[src/rtl/ra_bist_rd_check_pkg.sv]
// Shared FSM encoding and status-word layout for the BIST read-data checker.
package ra_bist_rd_check_pkg;

  typedef enum logic [1:0] {
    ST_IDLE  = 2'd0,
    ST_RUN   = 2'd1,
    ST_DRAIN = 2'd2,
    ST_DONE  = 2'd3
  } state_e;

  localparam int NUM_PORTS   = 2;

  localparam int STS_DONE    = 0;
  localparam int STS_PASS    = 1;
  localparam int STS_FAIL    = 2;
  localparam int STS_BUSY    = 3;
  localparam int STS_PORT    = 4;
  localparam int STS_ADR_LSB = 8;
  localparam int STS_ADR_W   = 6;
  localparam int STS_CNT_LSB = 16;
  localparam int STS_CNT_W   = 8;

endpackage

[src/rtl/ra_bist_dly.sv]
// RD_LAT-deep delay of a check request so expected data meets the array read data.
module ra_bist_dly #(
  parameter int RD_LAT = 1,
  parameter int ADR_W  = 6,
  parameter int DAT_W  = 72
) (
  input  logic             clk,
  input  logic             reset,
  input  logic             clr,
  input  logic             in_vld,
  input  logic [ADR_W-1:0] in_adr,
  input  logic [DAT_W-1:0] in_exp,
  output logic             out_vld,
  output logic [ADR_W-1:0] out_adr,
  output logic [DAT_W-1:0] out_exp
);

  logic [RD_LAT-1:0]            vld_pipe;
  logic [RD_LAT-1:0][ADR_W-1:0] adr_pipe;
  logic [RD_LAT-1:0][DAT_W-1:0] exp_pipe;

  always_ff @(posedge clk) begin
    if (reset || clr) begin
      vld_pipe <= '0;
    end else begin
      vld_pipe[0] <= in_vld;
      for (int i = 1; i < RD_LAT; i++) vld_pipe[i] <= vld_pipe[i-1];
    end
  end

  // Payload is qualified by the valid bit, so it needs no reset.
  always_ff @(posedge clk) begin
    adr_pipe[0] <= in_adr;
    exp_pipe[0] <= in_exp;
    for (int i = 1; i < RD_LAT; i++) begin
      adr_pipe[i] <= adr_pipe[i-1];
      exp_pipe[i] <= exp_pipe[i-1];
    end
  end

  assign out_vld = vld_pipe[RD_LAT-1];
  assign out_adr = adr_pipe[RD_LAT-1];
  assign out_exp = exp_pipe[RD_LAT-1];

endmodule

[src/rtl/ra_bist_rd_check.sv]
// Compares array read data against latency-aligned expected data and logs
// sticky fail, saturating miscompare count and first-fail info.
module ra_bist_rd_check
  import ra_bist_rd_check_pkg::*;
#(
  parameter int RD_LAT = 1,
  parameter int DAT_W  = 72,
  parameter int ADR_W  = 6,
  parameter int CNT_W  = 8
) (
  input  logic             clk,
  input  logic             reset,
  input  logic             start,
  input  logic             end_of_test,
  input  logic             chk0_enb,
  input  logic [ADR_W-1:0] chk0_adr,
  input  logic [DAT_W-1:0] chk0_exp,
  input  logic             chk1_enb,
  input  logic [ADR_W-1:0] chk1_adr,
  input  logic [DAT_W-1:0] chk1_exp,
  input  logic [DAT_W-1:0] rd0_dat,
  input  logic [DAT_W-1:0] rd1_dat,
  output logic             busy,
  output logic             done,
  output logic             pass,
  output logic             fail,
  output logic [CNT_W-1:0] fail_cnt,
  output logic             ff_port,
  output logic [ADR_W-1:0] ff_adr,
  output logic [DAT_W-1:0] ff_syn,
  output logic [31:0]      status
);

  localparam int DCW = $clog2(RD_LAT + 1);

  state_e         state;
  logic [DCW-1:0] drain_cnt;

  logic [NUM_PORTS-1:0]            chk_enb, d_vld, mis;
  logic [NUM_PORTS-1:0][ADR_W-1:0] chk_adr, d_adr;
  logic [NUM_PORTS-1:0][DAT_W-1:0] chk_exp, d_exp, rd_dat, syn;
  logic [CNT_W:0]                  cnt_sum;

  assign chk_enb = {chk1_enb, chk0_enb};
  assign chk_adr = {chk1_adr, chk0_adr};
  assign chk_exp = {chk1_exp, chk0_exp};
  assign rd_dat  = {rd1_dat, rd0_dat};

  for (genvar p = 0; p < NUM_PORTS; p++) begin : g_port
    ra_bist_dly #(.RD_LAT(RD_LAT), .ADR_W(ADR_W), .DAT_W(DAT_W)) u_dly (
      .clk     (clk),
      .reset   (reset),
      .clr     (start),
      .in_vld  (chk_enb[p] && (state == ST_RUN)),
      .in_adr  (chk_adr[p]),
      .in_exp  (chk_exp[p]),
      .out_vld (d_vld[p]),
      .out_adr (d_adr[p]),
      .out_exp (d_exp[p])
    );
    assign syn[p] = rd_dat[p] ^ d_exp[p];
    assign mis[p] = d_vld[p] && (|syn[p]);
  end

  // One extra bit catches overflow when both ports fail on a near-full count.
  assign cnt_sum = {1'b0, fail_cnt} + (CNT_W+1)'(mis[0]) + (CNT_W+1)'(mis[1]);

  always_ff @(posedge clk) begin
    if (reset) begin
      state     <= ST_IDLE;
      drain_cnt <= '0;
      fail      <= 1'b0;
      fail_cnt  <= '0;
      ff_port   <= 1'b0;
      ff_adr    <= '0;
      ff_syn    <= '0;
    end else if (start) begin
      state     <= ST_RUN;
      drain_cnt <= '0;
      fail      <= 1'b0;
      fail_cnt  <= '0;
      ff_port   <= 1'b0;
      ff_adr    <= '0;
      ff_syn    <= '0;
    end else begin
      if (|mis) begin
        fail     <= 1'b1;
        fail_cnt <= cnt_sum[CNT_W] ? '1 : cnt_sum[CNT_W-1:0];
        if (!fail) begin
          ff_port <= !mis[0];
          ff_adr  <= mis[0] ? d_adr[0] : d_adr[1];
          ff_syn  <= mis[0] ? syn[0]   : syn[1];
        end
      end
      case (state)
        ST_RUN: if (end_of_test) begin
          state     <= ST_DRAIN;
          drain_cnt <= '0;
        end
        ST_DRAIN: begin
          if (drain_cnt == DCW'(RD_LAT - 1)) state <= ST_DONE;
          else drain_cnt <= drain_cnt + DCW'(1);
        end
        default: ;
      endcase
    end
  end

  assign busy = (state == ST_RUN) || (state == ST_DRAIN);
  assign done = (state == ST_DONE);
  assign pass = (state == ST_DONE) && !fail;

  always_comb begin
    status = '0;
    status[STS_DONE] = done;
    status[STS_PASS] = pass;
    status[STS_FAIL] = fail;
    status[STS_BUSY] = busy;
    status[STS_PORT] = ff_port;
    status[STS_ADR_LSB +: STS_ADR_W] = STS_ADR_W'(ff_adr);
    status[STS_CNT_LSB +: STS_CNT_W] = STS_CNT_W'(fail_cnt);
  end

endmodule

[config.mk]
export PLATFORM = sky130hd
export DESIGN_NAME = ra_bist_rd_check
export DESIGN_NICKNAME = d
export VERILOG_FILES = /design/src/rtl/ra_bist_rd_check_pkg.sv /design/src/rtl/ra_bist_dly.sv /design/src/rtl/ra_bist_rd_check.sv
export SDC_FILE = /design/constraint.sdc
export NUM_CORES = 1
export LEC_CHECK = 0
export CAP_MARGIN = 20
export CORE_AREA = 3 3 166 168
export CTS_CLUSTER_DIAMETER = 60
export CTS_CLUSTER_SIZE = 28
export DETAILED_ROUTE_END_ITERATION = 6
export DIE_AREA = 0 0 169 171
export MAX_ROUTING_LAYER = met4
export PLACE_DENSITY = 0.69
export SETUP_SLACK_MARGIN = 0.1
export SLEW_MARGIN = 20
export SYNTH_ARGS = -nofsm -noshare
export SYNTH_HDL_FRONTEND = slang
export SYNTH_SLANG_ARGS = --single-unit
[constraint.sdc]
create_clock -name clk -period 7.4 [get_ports clk]
set_clock_uncertainty 0.2 [all_clocks]
set_input_delay 0.74 -clock clk [delete_from_list [all_inputs] [get_ports clk]]
set_output_delay 0.74 -clock clk [all_outputs]
set_load 0.005 [all_outputs]
* Word level (Yosys, flattened, before mapping)
Cells that the tools add are included.
** Cells by class
- Add/subtract/negate cells :: 3
- Equality and inequality tests :: 7
- Muxes and demuxes :: 10
- Bitwise gates (word level) :: 3
- Reductions and logical operators :: 19
** Operators with widths (number)
- 72-bit OR reduction :: 2
- 72-bit bitwise XOR :: 2
- 72-bit two-way mux :: 1
- 8-bit by 1-bit adder with 9-bit output :: 1
- 9-bit by 1-bit adder with 9-bit output :: 1
- 8-bit two-way mux :: 1
- 6-bit two-way mux :: 1
- 3-bit != test, second input constant :: 2
- 3-bit AND reduction :: 2
- 1-bit logical AND :: 5
- 2-bit equality test, second input constant :: 2
- 2-bit two-way mux :: 2
- 2-bit != test, second input constant :: 2
- 2-bit case mux with 2 select lines :: 1
- 2-bit AND reduction :: 2
- 2-bit OR reduction :: 2
- 1-bit two-way mux :: 3
- 3-bit nonzero test :: 1
- 2-bit by 1-bit equality test with 1-bit output, second input constant :: 1
- 1-bit zero test :: 2
- 1-bit logical OR :: 2
- 1-bit case mux with 2 select lines :: 1
- 2-bit nonzero test :: 1
- 1-bit adder, second input constant :: 1
- 1-bit NOT :: 1
** Word-level totals
- Register bits :: 249
- Output and inout port bits :: 123

* Logic depth before layout (Yosys ltp)
Gate-level depths: netlist (run 1).
- Depth after elaboration :: 6
- Depth in mapped cells :: 16

* Modules after synthesis
From an unflattened synthesis (run 1), not the netlist that was laid out.
** Second synthesis, totals
- Cell total of the unflattened synthesis :: 829
- Area total of the unflattened synthesis :: 8903.5 um2
** Modules (own cells, without submodules)
- ra_bist_rd_check :: times used 1, cells each 669, area an instance 5715.5 um2, seq. area each 1801.7 um2
- ra_bist_dly :: times used 2, cells each 80, area an instance 1594.0 um2, seq. area each 1581.5 um2

* Worst setup path before layout (run 1)
OpenSTA, ideal clock, no wires.
- Path kind :: in2reg
- Start :: in rd0_dat[64]
- End :: reg fail_cnt[4]
- Setup time :: 0.132 ns
- Data arrival time :: 3.579 ns
- Slack :: 3.490 ns
- Stages on the path :: 15
- Path buffers :: 4
- Cells stage by stage :: xnor2_1 > nand4_1 > or4_1 > o41ai_2 > buf_4 > buf_2 > buf_2 > fa_1 > inv_1 > ha_1 > and3_1 > buf_1 > nand3_1 > and4_1 > nor3_1
** On the way
- Word-level cells in the longest chain between the ends :: 6
** Ends and longest elaborated chain
- start: declaration :: RTL line ra_bist_rd_check.sv:21 : input logic [DAT_W-1:0] rd0_dat,
- 72-bit bitwise XOR * :: RTL line ra_bist_rd_check.sv:61 : assign syn[p] = rd_dat[p] ^ d_exp[p];
- 72-bit OR reduction * :: RTL line ra_bist_rd_check.sv:62 : assign mis[p] = d_vld[p] && (|syn[p]);
- 1-bit logical AND * :: RTL line ra_bist_rd_check.sv:62
- 8-bit by 1-bit adder with 9-bit output :: RTL line ra_bist_rd_check.sv:66 : assign cnt_sum = {1'b0, fail_cnt} + (CNT_W+1)'(mis[0]) + (CNT_W+1)'(mis[1]);
- 9-bit by 1-bit adder with 9-bit output :: RTL line ra_bist_rd_check.sv:66
- 8-bit two-way mux :: RTL line ra_bist_rd_check.sv:88 : fail_cnt <= cnt_sum[CNT_W] ? '1 : cnt_sum[CNT_W-1:0];
- end signal: assignment :: RTL line ra_bist_rd_check.sv:88
- end: declaration :: RTL line ra_bist_rd_check.sv:27 : output logic [CNT_W-1:0] fail_cnt,
Every way passes the cells marked *; elsewhere a longest branch is shown, timed or not.
A chain may end at the register's enable or synchronous reset.

* Final worst setup path (run 1)
- Start :: in rd1_dat[68]
- End :: reg ff_syn[68]
** On the way
- Word-level cells in the longest chain between the ends :: 5
** Ends and longest elaborated chain
- start: declaration :: RTL line ra_bist_rd_check.sv:22 : input logic [DAT_W-1:0] rd1_dat,
- 72-bit bitwise XOR * :: RTL line ra_bist_rd_check.sv:61
- 72-bit OR reduction :: RTL line ra_bist_rd_check.sv:62
- 1-bit logical AND :: RTL line ra_bist_rd_check.sv:62
- 2-bit OR reduction :: RTL line ra_bist_rd_check.sv:86 : if (|mis) begin
- 2-bit AND reduction (no line)
- end signal: assignment :: RTL line ra_bist_rd_check.sv:92 : ff_syn <= mis[0] ? syn[0] : syn[1];
- end: declaration :: RTL line ra_bist_rd_check.sv:30 : output logic [DAT_W-1:0] ff_syn,
Marked as above.

==> results of run 1 <==
-- synth_stat cells --
| cell | number | area [um2] |
|---|---|---|
| a41oi_1 | 3 | 26.28 |
| fa_1 | 1 | 20.02 |
| buf_4 | 33 | 247.7 |
| o41ai_2 | 1 | 16.27 |
| a311oi_1 | 3 | 26.28 |
| nand4_1 | 33 | 206.5 |
| xor2_1 | 6 | 52.55 |
| a31oi_1 | 1 | 6.260 |
| nor2_1 | 67 | 251.5 |
| a211oi_1 | 1 | 7.510 |
| o21ai_0 | 2 | 10.01 |
| o31ai_2 | 1 | 12.51 |
| dfxtp_1 | 248 | 4965 |
| mux2_2 | 28 | 315.3 |
| and4_1 | 3 | 26.28 |
| o22ai_1 | 34 | 212.7 |
| or3b_1 | 1 | 8.760 |
| mux2i_1 | 76 | 760.7 |
| ha_1 | 4 | 50.05 |
| clkbuf_1 | 18 | 67.56 |
| nand3_1 | 5 | 25.02 |
| or4_1 | 2 | 15.01 |
| nor4_1 | 8 | 50.05 |
| a21oi_1 | 12 | 60.06 |
| o221ai_1 | 6 | 52.55 |
| or2_2 | 2 | 12.51 |
| nand2b_1 | 1 | 6.260 |
| conb_1 | 1 | 3.750 |
| and3_1 | 6 | 37.54 |
| buf_1 | 5 | 18.77 |
| nand2_1 | 40 | 150.1 |
| nor2b_1 | 1 | 6.260 |
| nor3_1 | 4 | 20.02 |
| xnor2_1 | 138 | 1209 |
| buf_2 | 12 | 60.06 |
| inv_1 | 7 | 26.28 |
| a41o_1 | 1 | 10.01 |
-- critical path, cell delays in order --
cell and delay (ns):
clkdlybuf4s50_1 0.42, xnor2_1 0.64, nand4_1 0.18, or4_1 0.66, o31ai_2 0.69, a21oi_4 0.40
buf_4 0.46, nand2_1 0.27, buf_4 0.39, o22ai_1 0.16
-- cells by family (layout without fill, tap and decap cells) --
family,count (synthesis),after routing,share of synthesized area [%]
AO/OA/AOI/OAI,65,65,4.865
AND/OR/NAND/NOR,173,173,9.012
flip-flops,248,248,54.84
adder cells (fa/ha/maj),5,5,0.7740
XOR/XNOR,144,144,13.93
other,1,13,0.04143
multiplexers,104,104,11.89
buffers and inverters,75,470,4.644
-- state kept, by name, summed over array words and instances (netlist names) --
name	flops
fail	1
fail_cnt	8
g_port.u_dly.out_adr	12
g_port.u_dly.out_exp	144
ff_port	1
g_port.u_dly.out_vld	2
ff_adr	6
state	2
ff_syn	72
-- layer usage --
layer / routed length [um] / track usage (%) / vias up
li1: - / - / 3527
met1: 12540 / 24.88 / 3362
met2: 16960 / 40.08 / 333
met3: 2410 / 5.384 / 56
met4: 1034 / 6.281 / 0
met5: 0 / - / -
-- metrics by stage --
step	setup WS [ns]	hold WS [ns]
after floorplan	3.490	0.2626
after global placement	1.840	0.2536
after detailed placement	1.838	0.2603
after CTS	2.409	0.2717
after global routing	2.120	0.2817
final	2.491	0.2721
-- how the worst min path moves through the flow --
stage	from	to	slack (ns)	depth (start not counted)
finish	ff_syn[18]$_SDFFE_PP0P_	ff_syn[18]$_SDFFE_PP0P_	0.27	2
global route	ff_syn[36]$_SDFFE_PP0P_	ff_syn[36]$_SDFFE_PP0P_	0.28	2
CTS	ff_syn[18]$_SDFFE_PP0P_	ff_syn[18]$_SDFFE_PP0P_	0.27	2
detailed placement	ff_syn[18]$_SDFFE_PP0P_	ff_syn[18]$_SDFFE_PP0P_	0.26	2
global placement	ff_syn[18]$_SDFFE_PP0P_	ff_syn[18]$_SDFFE_PP0P_	0.25	2
floorplan	ff_syn[0]$_SDFFE_PP0P_	ff_syn[0]$_SDFFE_PP0P_	0.26	2
-- layout make-up --
type / instances / area, um2
Clock buffer: 29 / 660.6
Clock inverter: 14 / 216.5
Fill cell: 2286 / 11840
Inverter: 7 / 26.28
Multi-Input combinational cell: 504 / 3742
Sequential cell: 248 / 4965
Tap cell: 335 / 419.2
Timing Repair Buffer: 420 / 4192
-- report_power, final --
group	total [mW]	switching, mW	internal, mW
Combinational	0.420	0.171	0.249
Sequential	1.41	0.0248	1.39
Clock	1.35	0.555	0.792
==> results.sh, run 1 <==
export IMPL_grt_overflow=0
export IMPL_clock_root_buffer="clkbuf_16"
export IMPL_timing_slew_headroom_pct=31.03
export IMPL_ys_ff_latch=248
export IMPL_tightest_slew_ns=1.034
export IMPL_nNetsFinal=1516
export IMPL_drtPass1Iterations=4
export IMPL_crit_type="input port to flip-flop"
export IMPL_layout_drive_gt1_share_pct=6.547
export IMPL_diodes=0
export IMPL_grtUsageTotal_pct=22.35
export IMPL_hpwl_um=26470
export IMPL_cp_start_kind="input port"
export IMPL_setup_viol=0
export IMPL_fmax_ghz=0.2037
export IMPL_most_common_layout_cells="415 x clkdlybuf4s50_1, 248 x dfxtp_1, 138 x xnor2_1, 76 x mux2i_1, 66 x nor2_1"
export IMPL_drt_iter0_drc=435
export IMPL_grt_max_degree=50
export IMPL_critPathRequiredTime_ns=7.54
export IMPL_run_status="complete, no violations"
export IMPL_cts_resized=0
export IMPL_placementRows=59
export IMPL_placedCellCount=1514
export IMPL_endpoint_kind="flip-flop"
export IMPL_routed_wl_um=32950
export IMPL_dieWidth_um=169
export IMPL_fin_area_um2=14220
export IMPL_rsz0062_at_grt="false"
export IMPL_slew_violations=0
export IMPL_p_leak_nw=5.346
export IMPL_avgSynthCellArea_um2=11.11
export IMPL_fin_cells=1557
export IMPL_cts_hold_buf=0
export IMPL_dpl_instance_area_um2=13340
export IMPL_pin_count=429
export IMPL_cts_htree_levels=1
export IMPL_final_antenna_net_count=0
export IMPL_netlist_instances=815
export IMPL_drv_cap=0
export IMPL_cts_buffers=24
export IMPL_final_common_cell="clkdlybuf4s50_1"
export IMPL_synth_seq_area_share_pct=54.84
export IMPL_antenna_found_initial=0
export IMPL_dieHeight_um=171
export IMPL_cts_sinks=248
export IMPL_fin_crit_ns=4.909
export IMPL_grt_pass1_vias=7503
export IMPL_r2r_start="g_port[1].u_dly.out_exp[68]$_DFF_P_"
export IMPL_worstSetupEndpoint="ff_syn[68]$_SDFFE_PP0P_"
export IMPL_r2r_end="ff_syn[68]$_SDFFE_PP0P_"
export IMPL_peakVddDrop_mv=0.1953
export IMPL_power_density_nw_per_um2=223.6
export IMPL_grt_pass1_wl_um=46600
export IMPL_vias=7278
export IMPL_drcViolationCount=0
export IMPL_gp_congestion=0.8093
export IMPL_fp_dieArea_um2=28900
export IMPL_p_total_mw=3.179
export IMPL_min_path_type="flip-flop to flip-flop"
export IMPL_clk_insertion_delay_late_ns=0.53
export IMPL_start_util_pct=34.74
export IMPL_portBuffers=415
export IMPL_cp_data_arrival_time_ns=5.05
export IMPL_area_delta_synth_final_pct=57.10
export IMPL_vias_per_cell=4.674
export IMPL_coreArea_um2=26060
export IMPL_synth_cell_types=37
export IMPL_clk_pin_slew_worst_paths_ns=0.06
export IMPL_worstSetupStartpoint="rd1_dat[68]"
export IMPL_avgRoutedWirePerCell_um=21.16
export IMPL_finalCritPeriodShare_pct=66.34
export IMPL_ff2ff_path_depth=9
export IMPL_post_cts_buffers=0
export IMPL_r2r_slack_ns=2.82
export IMPL_clock_path_buffers=3
export IMPL_tns_ns=0
export IMPL_cts_tree="yes"
export IMPL_yosysWarnings=0
export IMPL_synthesis_area_um2=9052
export IMPL_fin_util_pct=54.57
export IMPL_worst_path_max_fanout=45
export IMPL_finalHoldViolCount=0
(Power assumes the default switching activity.)
==> run 2, diff against run 1 <==
Settings changed: PLACE_DENSITY 0.69 to 0.72.
Clock period 7.4 ns to 4.3 ns, I/O delays scaled along.
==> run 2 against run 1 <==
Sequential power increased by 72%. Via count up 1.3%. Critical path type is now flip-flop to flip-flop. Setup slack lost 1.8 ns. Register-to-register slack worse by 2.1 ns. Flip-flop and latch count unchanged.
==> results.sh, run 2 (synthesis gave the netlist of run 1 again) <==
export IMPL_gp_congestion=0.8641
export IMPL_area_delta_synth_final_pct=58.31
export IMPL_layout_drive_gt1_share_pct=7.468
export IMPL_crit_path_max_incr_delay_ns=0.67
export IMPL_cts_hold_buf=0
export IMPL_grtUsageTotal_pct=22.82
export IMPL_clk_insertion_delay_late_ns=0.55
export IMPL_most_common_layout_cells="415 x clkdlybuf4s50_1, 248 x dfxtp_1, 138 x xnor2_1, 76 x mux2i_1, 66 x nor2_1"
export IMPL_cp_common_cell="buf_4"
export IMPL_portBuffers=415
export IMPL_nNetsFinal=1525
export IMPL_finalHoldViolCount=0
export IMPL_run_status="complete, no violations"
export IMPL_dieWidth_um=169
export IMPL_antenna_found_initial=3
export IMPL_fmax_ghz=0.2783
export IMPL_drt_iter0_drc=303
export IMPL_fp_dieArea_um2=28900
export IMPL_cts_sinks=248
export IMPL_grt_pass1_wl_um=47580
export IMPL_final_common_cell="clkdlybuf4s50_1"
export IMPL_cp_start_kind="flip-flop"
export IMPL_largest_reg_flops=144
export IMPL_n_fill_cell=2334
export IMPL_cts_buffers=25
export IMPL_slew_violations=0
export IMPL_tns_ns=0
export IMPL_hpwl_um=26600
export IMPL_finalCritPeriodShare_pct=83.57
export IMPL_rsz0062_at_grt="false"
export IMPL_grt_pass1_vias=7584
export IMPL_drv_cap=0
export IMPL_tightest_slew_ns=0.6122
export IMPL_setup_viol=0
export IMPL_pin_count=429
export IMPL_crit_slowest_cell="or4_1"
export IMPL_cts_resized=0
export IMPL_p_leak_nw=5.396
export IMPL_avgRoutedWirePerCell_um=21.16
export IMPL_critPathRequiredTime_ns=4.55
export IMPL_clk_pin_slew_worst_paths_ns=0.08
export IMPL_placementRows=59
export IMPL_worst_path_max_fanout=27
export IMPL_power_density_nw_per_um2=382.6
export IMPL_cts_htree_levels=1
export IMPL_min_path_type="input port to flip-flop"
export IMPL_clock_path_buffers=3
export IMPL_dieHeight_um=171
export IMPL_peakVddDrop_mv=0.3062
export IMPL_vias=7374
export IMPL_grt_overflow=0
export IMPL_vias_per_cell=4.697
export IMPL_grt_max_degree=79
export IMPL_fin_crit_ns=3.594
export IMPL_crit_type="flip-flop to flip-flop"
export IMPL_coreArea_um2=26060
export IMPL_timing_slew_headroom_pct=58.89
export IMPL_cts_tree="yes"
export IMPL_cp_data_arrival_time_ns=3.84
export IMPL_clock_root_buffer="clkbuf_16"
export IMPL_post_cts_buffers=0
export IMPL_drcViolationCount=0
export IMPL_worstPathCellList="xnor2_1 -> nand4_1 -> or4_1 -> o41ai_4 -> buf_4 -> buf_4 -> mux2_2 -> o22ai_1"
export IMPL_drtPass1Iterations=4
export IMPL_final_antenna_net_count=0
export IMPL_routed_wl_um=33230
export IMPL_start_util_pct=34.74
export IMPL_p_total_mw=5.483
export IMPL_endpoint_kind="flip-flop"
## run 2: final cells by class
class,count,area [um2],share of cell area [%]
multi-input cells,504,3742,26.11
diodes,3,7.507,0.05238
well taps,335,419.2,2.925
clock inverters,19,255.2,1.781
flip-flops and latches,248,4965,34.64
clock buffers,26,639.4,4.461
inverters,7,26.28,0.1833
repair buffers,428,4277,29.84
## run 2: per-layer routing
metal | wire, um | global-route usage (%) | part of all wire, %
met1 | 12420 | 25.40 | 37
met2 | 17130 | 40.67 | 52
met3 | 2671 | 5.522 | 8.0
met4 | 1009 | 6.810 | 3.0
met5 | 0 | - | 0
## run 2: final timing paths
path | cells after the start | startpoint | end | slack (ns)
max | 8 | g_port[0].u_dly.out_exp[12]$_DFF_P_ | ff_syn[27]$_SDFFE_PP0P_ | 0.71
min | 1 | chk1_exp[15] | g_port[1].u_dly.out_exp[15]$_DFF_P_ | 0.12
max reg2reg | 8 | g_port[0].u_dly.out_exp[12]$_DFF_P_ | ff_syn[27]$_SDFFE_PP0P_ | 0.71
min reg2reg | 2 | ff_syn[61]$_SDFFE_PP0P_ | ff_syn[61]$_SDFFE_PP0P_ | 0.27
## run 2: power by group
part	internal (mW)	switching, mW	total, mW
Sequential	2.39	0.0420	2.43
Clock	1.23	1.10	2.32
Combinational	0.437	0.297	0.733
Total	4.05	1.43	5.48
## run 2: critical path, delay by kind of cell, from the launching register on
kind | cells | cell delay [ns]
and+or+nand+nor | 2 | 0.85
buffers and inverters | 2 | 0.69
AOI/OAI and AO/OA | 2 | 0.60
xor gates and xnor gates | 1 | 0.44
muxes | 1 | 0.39
DFF | 1 | 0.31
## run 2: through the flow
step,utilization [%],instances,hold WS [ns],instance area (um2),setup WS (ns)
6_report,55.00,1570,0.1159,14330,0.7064
5_1_grt,55.00,1570,0.09671,14330,0.5250
4_1_cts,54.97,1567,0.09751,14320,0.6464
3_5_place_dp,51.53,1522,0.2570,13430,0.1341
3_3_place_gp,51.53,1522,0.2537,13430,0.1583
2_1_floorplan,-,827,0.2577,9097,0.6997
